### src/rtl/fifo_sync_param.sv
// Parametrised single-clock FIFO with occupancy count, programmable
// almost flags, optional first-word-fall-through and sticky error flags.
module fifo_sync_param #(
    parameter int DATA_WIDTH          = 32,
    parameter int FIFO_DEPTH          = 8,
    parameter int ALMOST_FULL_THRESH  = 6,
    parameter int ALMOST_EMPTY_THRESH = 2,
    parameter int FWFT                = 0
) (
    input  logic                          clk,
    input  logic                          reset,
    input  logic                          cs,
    input  logic                          write_en,
    input  logic [DATA_WIDTH-1:0]         data_in,
    input  logic                          read_en,
    input  logic                          clr_err,
    output logic [DATA_WIDTH-1:0]         data_out,
    output logic                          data_valid,
    output logic                          empty,
    output logic                          full,
    output logic                          almost_empty,
    output logic                          almost_full,
    output logic [$clog2(FIFO_DEPTH):0]   count,
    output logic                          overflow,
    output logic                          underflow
);

    localparam int AW = $clog2(FIFO_DEPTH);
    localparam int CW = AW + 1;
    localparam logic [CW-1:0] DEPTH_C = CW'(FIFO_DEPTH);
    localparam logic [CW-1:0] AF_TH   = CW'(ALMOST_FULL_THRESH);
    localparam logic [CW-1:0] AE_TH   = CW'(ALMOST_EMPTY_THRESH);

    logic [DATA_WIDTH-1:0] mem_q [FIFO_DEPTH];
    logic [CW-1:0]         wr_ptr_q, wr_ptr_d;
    logic [CW-1:0]         rd_ptr_q, rd_ptr_d;
    logic                  ovf_q, ovf_d;
    logic                  udf_q, udf_d;
    logic                  acc_rd, acc_wr;
    logic [AW-1:0]         rd_idx;

    // The extra pointer MSB makes the difference span 0..FIFO_DEPTH.
    assign count        = wr_ptr_q - rd_ptr_q;
    assign empty        = (count == '0);
    assign full         = (count == DEPTH_C);
    assign almost_empty = (count <= AE_TH);
    assign almost_full  = (count >= AF_TH);
    assign overflow     = ovf_q;
    assign underflow    = udf_q;
    assign rd_idx       = rd_ptr_q[AW-1:0];

    assign acc_rd = cs & read_en & ~empty;
    assign acc_wr = cs & write_en & (~full | acc_rd);

    always_comb begin
        wr_ptr_d = wr_ptr_q + CW'(acc_wr);
        rd_ptr_d = rd_ptr_q + CW'(acc_rd);
        ovf_d    = ovf_q & ~clr_err;
        udf_d    = udf_q & ~clr_err;
        if (cs & write_en & ~acc_wr) ovf_d = 1'b1;
        if (cs & read_en & empty)    udf_d = 1'b1;
    end

    always_ff @(posedge clk or posedge reset) begin
        if (reset) begin
            wr_ptr_q <= '0;
            rd_ptr_q <= '0;
            ovf_q    <= 1'b0;
            udf_q    <= 1'b0;
        end else begin
            wr_ptr_q <= wr_ptr_d;
            rd_ptr_q <= rd_ptr_d;
            ovf_q    <= ovf_d;
            udf_q    <= udf_d;
        end
    end

    always_ff @(posedge clk) begin
        if (acc_wr) mem_q[wr_ptr_q[AW-1:0]] <= data_in;
    end

    if (FWFT == 0) begin : g_std
        logic [DATA_WIDTH-1:0] dout_q;
        logic                  dv_q;

        always_ff @(posedge clk or posedge reset) begin
            if (reset) begin
                dout_q <= '0;
                dv_q   <= 1'b0;
            end else begin
                dv_q <= acc_rd;
                if (acc_rd) dout_q <= mem_q[rd_idx];
            end
        end

        assign data_out   = dout_q;
        assign data_valid = dv_q;
    end else begin : g_fwft
        // Masking when empty hides stale storage after reset.
        assign data_out   = empty ? '0 : mem_q[rd_idx];
        assign data_valid = ~empty;
    end

endmodule
### config.mk
export PLATFORM = sky130hd
export DESIGN_NAME = fifo_sync_param
export DESIGN_NICKNAME = d
export VERILOG_FILES = /design/src/rtl/fifo_sync_param.sv
export SDC_FILE = /design/constraint.sdc
export NUM_CORES = 1
export LEC_CHECK = 0
export BUFFER_PORTS_ARGS = -buffer_cell sky130_fd_sc_hd__buf_2
export CAP_MARGIN = 20
export CORE_ASPECT_RATIO = 0.75
export CORE_MARGIN = 2
export CORE_UTILIZATION = 52
export DETAILED_ROUTE_END_ITERATION = 7
export PLACE_DENSITY = 0.73
export SLEW_MARGIN = 20
export SYNTH_ARGS = -nofsm -noshare
export SYNTH_HDL_FRONTEND = slang
export SYNTH_SLANG_ARGS = --single-unit
### constraint.sdc
create_clock -name clk -period 6 [get_ports clk]
set_input_delay 0.6 -clock clk [delete_from_list [all_inputs] [get_ports clk]]
set_output_delay 0.6 -clock clk [all_outputs]
set_load 0.01 [all_outputs]
==> results.rst, run 1 <==
.. list-table::
   :header-rows: 1

   * - Metric
     - Value
   * - Worst endpoint required time
     - about 5.4 ns
   * - Overall via count from detail_route
     - around 5600
   * - Total routing usage reported by global routing
     - slightly below 20%
   * - Worst Setup Path Type
     - flip-flop to output port
   * - Wire length reported by the detailed router
     - roughly 22 mm
   * - Setup Skew
     - ~0.011 ns
   * - Total negative setup slack
     - 0 ns
   * - Data arrival, critical path
     - approximately 3.4 ns
   * - Worst path slowest cell
     - clkinv_1
   * - Wire length of the first global-routing pass
     - 34.8 mm
   * - Worst min-delay path class
     - primary input to asynchronous set/reset pin
   * - Buffering stage count on the worst path with inverters included
     - 2
   * - Sequential cell area fraction in the yosys report
     - 76.5%
   * - Sequence of cells on the critical path
     - clkinv_1 > ha_1 > and3b_1 > or3_1 > a21oi_1 > buf_2
   * - Initial cell density of the core
     - between 50 and 60%
   * - Count of buffers inserted at the top-level ports
     - 80
   * - Number of hold buffers added after CTS
     - 0
   * - Number of clock sinks seen by CTS
     - between 200 and 300
   * - Most used DFF post-synth
     - edfxtp_1
   * - Core region area
     - 0.0219 mm^2
   * - Ranking of synthesized cells by area
     - edfxtp_1 (67%), mux4_2 (13%), dfrtp_1 (9.4%)
   * - TritonCTS clock tree
     - built
   * - Share of Yosys cell area claimed by the top area cell type
     - around 67%
   * - Synth warn
     - 0
   * - Router iterations before antenna repair
     - 5
   * - Worst-path clk slew
     - approximately 0.06 ns
   * - Post-cts resize count
     - 0
   * - Starting DRT DRC Count
     - 514
   * - Die span in x
     - approximately 180 um
   * - Buffer count from post-CTS setup fixing
     - 0
   * - Maximum vdd ir drop
     - 0.304 mV
   * - Commonest cells after routing, fill and taps aside
     - edfxtp_1 (256), nand2_1 (101), buf_2 (80)
   * - Area enclosed by the die boundary
     - 0.0233 mm^2
   * - Number of distinct library cells after synthesis
     - 32
   * - Setup slack, reg-to-reg
     - just under 2 ns
   * - Via density per instance
     - approximately 5.6
   * - Ant diodes
     - 0
   * - Reg-to-reg startpoint
     - rd_ptr_q[1]
   * - Max incr delay on CP
     - roughly 0.58 ns
   * - Post-synth top area cell
     - edfxtp_1
   * - Transition time at the pin with the least slew margin
     - between 0.9 and 1 ns
   * - Summed instance area of the synthesized netlist
     - between 0.01 and 0.015 mm^2
   * - Insertion delay to the later sink of the worst-skew pair
     - 0.53 ns
   * - Count of nets after finishing
     - just over 700
   * - Layout cells sized above 1
     - ~36%
   * - Min Clock Period, post-route
     - 4.03 ns
   * - Wire length per cell after detailed routing
     - roughly 22 um
   * - Logic depth of the worst setup path including buffers
     - 6
   * - Number of synthesized register bits
     - around 300
   * - Top-level port count
     - 81
   * - Gate count after technology mapping
     - about 570
   * - Max cap viols
     - 0
   * - Post-synthesis average cell area
     - roughly 20 um^2
   * - CP Max Fanout
     - 18
   * - Master cell of the clock root buffer
     - clkbuf_16
   * - Launching element type of the critical path
     - flip-flop
   * - Overflow left after global routing
     - 0
   * - Detailed Place HPWL
     - roughly 13 mm
   * - Outcome
     - completed
   * - Post-route worst hold slack
     - about 0.23 ns
   * - Most common library cell in the layout ignoring fill and taps
     - edfxtp_1
   * - Post-Place Cells
     - approximately 940
   * - Share of the clock period used by the worst path after layout
     - between 60% and 70%
   * - Post-synth EDFFs
     - 256
   * - Synth-to-layout area growth
     - 15.9%
   * - Max Root-Sink Buffers
     - 3
   * - Final cell count without fillers
     - about 990
   * - Critical R2R Capture
     - mem_q[2][3]
   * - Number of buffers added by the clock tree synthesis step
     - 28
   * - Pwr/cell area
     - 491 mW/mm^2
   * - Final antenna-violating net count
     - 0
   * - Final setup violation count
     - 0
   * - Post-synth net total
     - approximately 620
   * - R2r worst-path depth
     - 7
   * - Maximum clock frequency
     - 0.248 GHz
   * - Slew margin rel.
     - a little over a third
   * - Die outline height
     - 133 um
   * - Kind of cell adding the most delay to the critical path
     - buffers and inverters
   * - Crit path capture type
     - output port
   * - Initial antenna violation count
     - 0
   * - Share of async-settable or async-resettable flops after synthesis
     - between 10 and 15%
   * - Static Leak
     - 4.73 nW
   * - Largest net degree at the start of global routing
     - 52
   * - Via count of the first global-routing pass
     - around 6000
   * - Final number of hold-violating endpoints
     - 0
   * - Unrepaired setup endpoints after global routing
     - false
   * - H-tree depth
     - 1
   * - Final estimated routing congestion in global placement
     - 0.775
   * - Number of DRC violations after detailed routing
     - 0
   * - Row count
     - between 40 and 50
   * - Final max-slew violation count
     - 0
sequential cells by signal, summed over array words and instances (netlist names):
name	count
mem_q	256
data_out	32
rd_ptr_q	4
wr_ptr_q	4
data_valid	1
overflow	1
underflow	1
final cells by class:
class	instances	area (um^2)
Sequential cell	299	8770
Clock inverter	20	234
Fill cell	1582	8590
Inverter	10	38.8
Timing Repair Buffer	97	532
Clock buffer	32	747
Tap cell	294	368
Multi-Input combinational cell	239	2600
routing by layer:
metal,share of wire [%],track usage [%]
met1,43,28.9
met2,49,32.1
met3,6.4,3.51
met4,1.6,4.64
met5,0,0
cell usage after synthesis (2+ instances only):
cell	number
dfrtp_1	43
inv_1	9
nand3_1	5
nor4_1	2
xnor2_1	2
mux4_2	64
buf_6	3
a211oi_1	3
nand2_1	101
mux2_2	32
nor3_1	4
buf_2	8
edfxtp_1	256
ha_1	7
xor2_1	4
clkbuf_1	13
nor2_1	2
cell families after synthesis:
family                   synth area share, %
XOR/XNOR                               0.459
multiplexers                            15.7
buffers and inverters                   1.43
AND/OR/NAND/NOR                         4.12
flip-flops                              76.5
AO/OA/AOI/OAI                          0.873
adder cells (fa/ha/maj)                0.939
where the power goes:
part           internal, W  total (W)  switching, W  leakage (nW)
Combinational     0.000860    0.00196       0.00110          1.44
Clock              0.00111    0.00184      0.000735         0.462
Sequential         0.00256    0.00271      0.000152          2.83
worst max-delay path by stage:
stage                      startpoint           end
after floorplan           rd_ptr_q[1]   mem_q[0][0]
after CTS                 rd_ptr_q[1]  mem_q[0][16]
after detailed placement  rd_ptr_q[1]  mem_q[0][17]
after global routing      rd_ptr_q[1]   mem_q[2][9]
after global placement    rd_ptr_q[1]  mem_q[0][11]
final                     rd_ptr_q[1]          full
through the flow:
step	worst slack [ns]	power [W]	cell area, um^2	utilization, %
floorplan	0.256	0.00408	11500	-
global placement	1.94	0.00467	12300	56.2
detailed placement	1.77	0.00473	12300	56.2
CTS	1.73	0.00657	13300	60.7
global route	1.75	0.00683	13300	60.7
finish	1.97	0.00652	13300	60.7
No activity file was read; power rests on OpenSTA's default activity.
==> run 2, diff against run 1 <==
--- a/config.mk
+++ b/config.mk
@@ -11,7 +11,7 @@
 export CORE_MARGIN = 2
 export CORE_UTILIZATION = 52
 export DETAILED_ROUTE_END_ITERATION = 7
-export PLACE_DENSITY = 0.73
+export PLACE_DENSITY = 0.7
 export SLEW_MARGIN = 20
 export SYNTH_ARGS = -nofsm -noshare
 export SYNTH_HDL_FRONTEND = slang
==> constraint.sdc (replaced) <==
create_clock -name clk -period 4.05 [get_ports clk]
set_input_delay 0.405 -clock clk [delete_from_list [all_inputs] [get_ports clk]]
set_output_delay 0.405 -clock clk [all_outputs]
set_load 0.01 [all_outputs]
==> run 2 against run 1 <==
  * Cell count rose by 0.71%
  * First-iteration DRC count fell by 33%
  * Combinational power rose by 47%
  * Clock-buffer cell count did not move
  * Die area did not move
  * Register-to-register slack got worse by 0.97 ns
  * Total power rose by 45%
  * Clock skew rose by 0.00065 ns
  * Critical path type unchanged
  * Critical endpoint unchanged
  * Largest cell class unchanged
  * Highest routed layer unchanged
==> results.rst, run 2 (synthesis results as in run 1) <==
.. list-table::
   :header-rows: 1

   * - Metric
     - Value
   * - Outcome
     - completed
   * - TritonCTS clock tree
     - built
   * - Max cap viols
     - 0 (unchanged)
   * - Buffer count from post-CTS setup fixing
     - 0 (unchanged)
   * - Final antenna-violating net count
     - 0 (unchanged)
   * - Max Root-Sink Buffers
     - 3 (unchanged)
   * - Maximum clock frequency
     - ~0.29 GHz
   * - Total routing usage reported by global routing
     - 19.0% (-0.92 points)
   * - Wire length of the first global-routing pass
     - 33.8 mm (-2.8%)
   * - Die span in x
     - 175 um (unchanged)
   * - Count of nets after finishing
     - 727 (+0.83%)
   * - Count of buffers inserted at the top-level ports
     - 80 (unchanged)
   * - Kind of cell adding the most delay to the critical path
     - flip-flops
   * - Most common library cell in the layout ignoring fill and taps
     - edfxtp_1
   * - Number of buffers added by the clock tree synthesis step
     - 29 (+3.6%)
   * - Row count
     - 47 (unchanged)
   * - Number of flip-flops under the largest register name
     - 256 (unchanged)
   * - Final estimated routing congestion in global placement
     - 0.773 (-0.23%)
   * - Worst Setup Path Type
     - flip-flop to output port
   * - Overflow left after global routing
     - 0 (unchanged)
   * - Via count of the first global-routing pass
     - 5970 (-0.13%)
   * - Ant diodes
     - 0 (unchanged)
   * - Top-level port count
     - 81 (unchanged)
   * - Max incr delay on CP
     - 0.59 ns (about the same)
   * - R2r worst-path depth
     - 8 (+1)
   * - Min Clock Period, post-route
     - roughly 3.4 ns
   * - Via density per instance
     - 5.54 (-1.9%)
   * - Initial cell density of the core
     - 52.4% (unchanged)
   * - Unrepaired setup endpoints after global routing
     - false
   * - Number of DRC violations after detailed routing
     - 0 (unchanged)
   * - Area enclosed by the die boundary
     - 0.0233 mm^2 (unchanged)
   * - Total negative setup slack
     - 0 ns (unchanged)
   * - Share of the clock period used by the worst path after layout
     - between 80 and 90%
   * - Overall via count from detail_route
     - 5524 (-1.2%)
   * - Transition time at the pin with the least slew margin
     - 0.847 ns (-0.118 ns)
   * - Buffering stage count on the worst path with inverters included
     - 2 (unchanged)
   * - Logic depth of the worst setup path including buffers
     - 6 (unchanged)
   * - Post-layout total power
     - 0.00947 W (+45%)
   * - Slew margin rel.
     - 43.5% (+7.8 points)
   * - Launching element type of the critical path
     - flip-flop
   * - Worst min-delay path class
     - primary input to asynchronous set/reset pin
   * - Router iterations before antenna repair
     - 4 (-1)
   * - Static Leak
     - 4.75 nW (+0.39%)
   * - Core region area
     - 0.0219 mm^2 (unchanged)
   * - Final number of hold-violating endpoints
     - 0 (unchanged)
   * - Setup Skew
     - 0.0117 ns (+0.000651 ns)
   * - Placement-stage worst setup slack
     - 1.01 ns (-0.760 ns)
   * - Worst-path clk slew
     - 0.06 ns (about the same)
   * - Post-cts resize count
     - 0 (unchanged)
   * - Final max-slew violation count
     - 0 (unchanged)
   * - Synth-to-layout area growth
     - 16.1%
   * - Commonest cells after routing, fill and taps aside
     - edfxtp_1 (256), nand2_1 (101), buf_2 (80)
   * - Sequence of cells on the critical path
     - inv_1 > fa_1 > xor2_1 > nand3_1 > a21oi_1 > buf_2
   * - Worst setup slack after layout
     - 0.624 ns (-1.34 ns)
   * - Layout cells sized above 1
     - 36.2% (+0.067 points)
   * - Number of hold buffers added after CTS
     - 0 (unchanged)
   * - Initial antenna violation count
     - 0 (unchanged)
   * - Pwr/cell area
     - 712 mW/mm^2 (+45%)
   * - Wire length reported by the detailed router
     - 21.1 mm (-5.3%)
   * - Number of clock sinks seen by CTS
     - 299 (unchanged)
   * - Crit path capture type
     - output port
   * - Insertion delay to the later sink of the worst-skew pair
     - 0.55 ns (+0.02 ns)
   * - H-tree depth
     - 1 (unchanged)
   * - Worst endpoint required time
     - 3.64 ns (-1.76 ns)
   * - Maximum vdd ir drop
     - 0.410 mV (+35%)
   * - Starting DRT DRC Count
     - 343 (-33%)
   * - CP Max Fanout
     - 8 (-10)
   * - Final setup violation count
     - 0 (unchanged)
   * - Master cell of the clock root buffer
     - clkbuf_16
   * - Largest net degree at the start of global routing
     - 52 (unchanged)
   * - Die outline height
     - 133 um (unchanged)
   * - Data arrival, critical path
     - 3.02 ns (-0.41 ns)
   * - Worst path slowest cell
     - dfrtp_1
   * - Detailed Place HPWL
     - 12.6 mm (-4.5%)
   * - Wire length per cell after detailed routing
     - 21.1 um (-6.0%)
==> run 2: worst paths after layout <==
kind / end / startpoint / slack (ns)
max: full / wr_ptr_q[1] / 0.62
min in group clk: underflow / clr_err / 0.08
min: overflow / reset / 0.007
max reg2reg: mem_q[2][15] / rd_ptr_q[2] / 1.02
min reg2reg: rd_ptr_q[3] / rd_ptr_q[3] / 0.49
max in group asynchronous: rd_ptr_q[0] / reset / 3.47
==> run 2: per-stage QoR <==
stage / instance area, um^2 / hold slack, ns / util, % / std cells
after floorplan: 11500 / 0.464 / - / 573
final: 13300 / 0.00727 / 60.8 / 998
after CTS: 13300 / 0.0577 / 60.8 / 998
after global placement: 12400 / 0.479 / 56.6 / 944
after global routing: 13300 / 0.0614 / 60.8 / 998
after detailed placement: 12400 / 0.485 / 56.6 / 944
==> run 2: report_power, final <==
part / total, W / internal (W) / switching (W)
clock: 0.00262 / 0.00151 / 0.00111
sequential: 0.00396 / 0.00379 / 0.000173
combinational: 0.00289 / 0.00130 / 0.00159
total: 0.00947 / 0.00660 / 0.00288
==> run 2: worst register-to-register path: stages (launching register included) <==
cell      delay [ns]
dfrtp_2         0.40
inv_1           0.05
buf_4           0.23
ha_1            0.31
and3b_1         0.20
o21ai_1         0.40
a21oi_1         0.31
a211oi_4        0.30
buf_4           0.46
==> run 2: cell type report <==
type	count	area, um^2
flip-flops and latches	299	8770
fillers	1597	8560
clock inverters	22	199
clock buffers	32	737
multi-input cells	239	2630
inverters	10	38.8
repair buffers	102	566
well taps	294	368
==> run 2: routing by layer <==
metal,track usage (%),routed length (um)
met1,27.5,9500
met2,31.1,10200
met4,4.04,337
met3,2.93,1050
met5,0,0
==> run 3, diff against run 2 <==
==> constraint.sdc (replaced) <==
create_clock -name clk -period 3.4 [get_ports clk]
set_input_delay 0.34 -clock clk [delete_from_list [all_inputs] [get_ports clk]]
set_output_delay 0.34 -clock clk [all_outputs]
set_load 0.01 [all_outputs]
==> run 3 against run 2 <==
  * First-iteration DRC count grew 50%
  * Global-route usage grew 0.41 points
  * Critical path depth grew 3
  * Utilization grew 0.21 points
  * Largest power group unchanged
  * Via count grew 0.27%
  * Clock skew grew 0.0069 ns
  * Critical endpoint is now mem_q[6][19]
  * Total power grew 21%
  * Sequential share of layout area shrank 0.22 points
  * Die area is the same
==> results.rst, run 3 (synthesis results as in run 1) <==
.. list-table::
   :header-rows: 1

   * - Metric
     - Value
   * - Slew margin rel.
     - 36.0% (-7.5 points)
   * - Most common library cell in the layout ignoring fill and taps
     - edfxtp_1
   * - Highest routed metal layer
     - met5
   * - Area enclosed by the die boundary
     - 0.0233 mm^2 (unchanged)
   * - Launching element type of the critical path
     - flip-flop
   * - Core region area
     - 0.0219 mm^2 (unchanged)
   * - Largest net degree at the start of global routing
     - 52 (unchanged)
   * - Via density per instance
     - 5.56 (+0.37%)
   * - Row count
     - 47 (unchanged)
   * - Worst endpoint required time
     - 3.62 ns (-0.02 ns)
   * - Post-Place Cells
     - 945 (+0.11%)
   * - Max cap viols
     - 0 (unchanged)
   * - Met2 wire length
     - 10.5 mm (+3.0%)
   * - Final estimated routing congestion in global placement
     - 0.790 (+2.1%)
   * - Ant diodes
     - 0 (unchanged)
   * - Layout cells sized above 1
     - 36.8% (+0.62 points)
   * - Worst Setup Path Type
     - flip-flop to flip-flop
   * - Hold Crit Endpoint
     - underflow
   * - Final setup violation count
     - 0 (unchanged)
   * - Transition time at the pin with the least slew margin
     - 0.960 ns (+0.113 ns)
   * - Share of the clock period used by the worst path after layout
     - ~95%
   * - Total routing usage reported by global routing
     - 19.4% (+0.41 points)
   * - Crit path capture type
     - flip-flop
   * - Max Root-Sink Buffers
     - 3 (unchanged)
   * - Final antenna-violating net count
     - 0 (unchanged)
   * - Length of routed met3 wiring
     - 1.08 mm (+2.8%)
   * - Insertion delay to the later sink of the worst-skew pair
     - 0.55 ns (about the same)
   * - Length of routed wiring on met1
     - 9.96 mm (+4.8%)
   * - Initial antenna violation count
     - 1 (+1)
   * - Final number of hold-violating endpoints
     - 0 (unchanged)
   * - Detailed Place HPWL
     - 13.2 mm (+5.2%)
   * - Count of buffers inserted at the top-level ports
     - 80 (unchanged)
   * - Worst-path clk slew
     - 0.07 ns (about the same)
   * - Unrepaired setup endpoints after global routing
     - false
   * - Number of DRC violations after detailed routing
     - 0 (unchanged)
   * - Via count of the first global-routing pass
     - 5921 (-0.82%)
   * - Count of nets after finishing
     - 728 (+0.14%)
   * - Commonest cells after routing, fill and taps aside
     - edfxtp_1 (256), nand2_1 (101), buf_2 (80)
   * - Reg-to-reg startpoint
     - wr_ptr_q[0]
   * - Static Leak
     - 4.76 nW (+0.32%)
   * - Number of clock sinks seen by CTS
     - 299 (unchanged)
   * - Wire length of the first global-routing pass
     - 34.2 mm (+1.0%)
   * - Overflow left after global routing
     - 0 (unchanged)
   * - Data arrival, critical path
     - 3.43 ns (+0.41 ns)
   * - Maximum vdd ir drop
     - 0.466 mV (+14%)
   * - Initial cell density of the core
     - 52.4% (unchanged)
   * - Setup slack, reg-to-reg
     - 0.19 ns (-0.83 ns)
   * - Die span in x
     - 175 um (unchanged)
   * - WHS Path Cells
     - 2
   * - H-tree depth
     - 1 (unchanged)
   * - Wire length reported by the detailed router
     - 21.9 mm (+4.1%)
   * - Min Clock Period, post-route
     - 3.21 ns
   * - Starting DRT DRC Count
     - 514 (+50%)
   * - Critical R2R Capture
     - mem_q[6][19]
   * - Wire length per cell after detailed routing
     - 22.0 um (+4.2%)
   * - Post-layout utilization of the core
     - 61.1% (+0.21 points)
   * - TritonCTS clock tree
     - built
   * - Synth-to-layout area growth
     - 16.5%
   * - Die outline height
     - 133 um (unchanged)
   * - Total negative setup slack
     - 0 ns (unchanged)
   * - Final max-slew violation count
     - 0 (unchanged)
   * - Worst min-delay path class
     - primary input to flip-flop
   * - Router iterations before antenna repair
     - 5 (+1)
   * - Number of flip-flops under the largest register name
     - 256 (unchanged)
   * - Pwr/cell area
     - 856 mW/mm^2 (+20%)
   * - Master cell of the clock root buffer
     - clkbuf_16
   * - R2r worst-path depth
     - 9 (+1)
   * - CP Max Fanout
     - 22 (+14)
   * - Outcome
     - completed
   * - Setup Skew
     - 0.0186 ns (+0.00685 ns)
   * - Start point of the worst min-delay path
     - clr_err
   * - Overall via count from detail_route
     - 5539 (+0.27%)
   * - Maximum clock frequency
     - a little over 0.3 GHz
   * - Final cell count without fillers
     - 997 (-0.10%)
   * - Top-level port count
     - 81 (unchanged)
   * - Startpoint of the most critical setup path
     - wr_ptr_q[0]
   * - Number of buffers added by the clock tree synthesis step
     - 28 (-3.4%)
-- run 3: where the power goes --
part           total [W]  switching (W)  internal, W
clock network    0.00317        0.00131      0.00186
logic            0.00356        0.00197      0.00158
registers        0.00471       0.000195      0.00452
-- run 3: repair_timing --
item	4_1_cts	5_1_grt
endpoints found under the setup margin	0	1
hold buffers	1	0
resized for setup	0	1
setup buffers	0	0
hold endpoints to repair	28	0
-- run 3: through the flow --
stage | total power (W) | setup WS [ns] | hold slack [ns] | cell area (um^2)
5_1_grt | 0.0120 | 0.00971 | 0.0216 | 13400
3_5_place_dp | 0.00839 | 0.164 | 0.486 | 12400
4_1_cts | 0.0116 | 0.112 | 0.00513 | 13400
3_3_place_gp | 0.00831 | 0.286 | 0.481 | 12400
6_report | 0.0114 | 0.187 | 0.0211 | 13400
2_1_floorplan | 0.00732 | 0.00288 | 0.439 | 11600
-- run 3: worst max path at each step --
| stage | slack (ns) | end |
|---|---|---|
| finish | 0.19 | mem_q[6][19] |
| CTS | 0.11 | full |
| detailed placement | 0.16 | mem_q[7][15] |
| global route | 0.01 | mem_q[6][28] |
| floorplan | 0.003 | mem_q[1][0] |
| global placement | 0.29 | mem_q[7][24] |
-- run 3: per-layer routing --
| layer | vias up | GRT usage (%) |
|---|---|---|
| met5 | - | 0 |
| met1 | 2897 | 28.4 |
| li1 | 2459 | - |
| met3 | 38 | 3.10 |
| met4 | 2 | 4.32 |
| met2 | 143 | 31.3 |
-- run 3: area by class of cell --
| cell class | count | area (um^2) |
|---|---|---|
| Sequential cell | 299 | 8770 |
| Clock inverter | 16 | 194 |
| Timing Repair Buffer | 104 | 583 |
| Multi-Input combinational cell | 239 | 2660 |
| Inverter | 10 | 38.8 |
| Tap cell | 294 | 368 |
| Clock buffer | 35 | 747 |
| Fill cell | 1614 | 8520 |
-- run 3: worst max-delay path, stage by stage, from the launching register on --
cell      delay (ns)
dfrtp_1         0.38
inv_1           0.07
ha_1            0.21
fa_1            0.37
xor2_1          0.20
nand3_1         0.24
a211oi_4        0.10
buf_4           0.22
nor3_4          0.62
buf_4           0.45
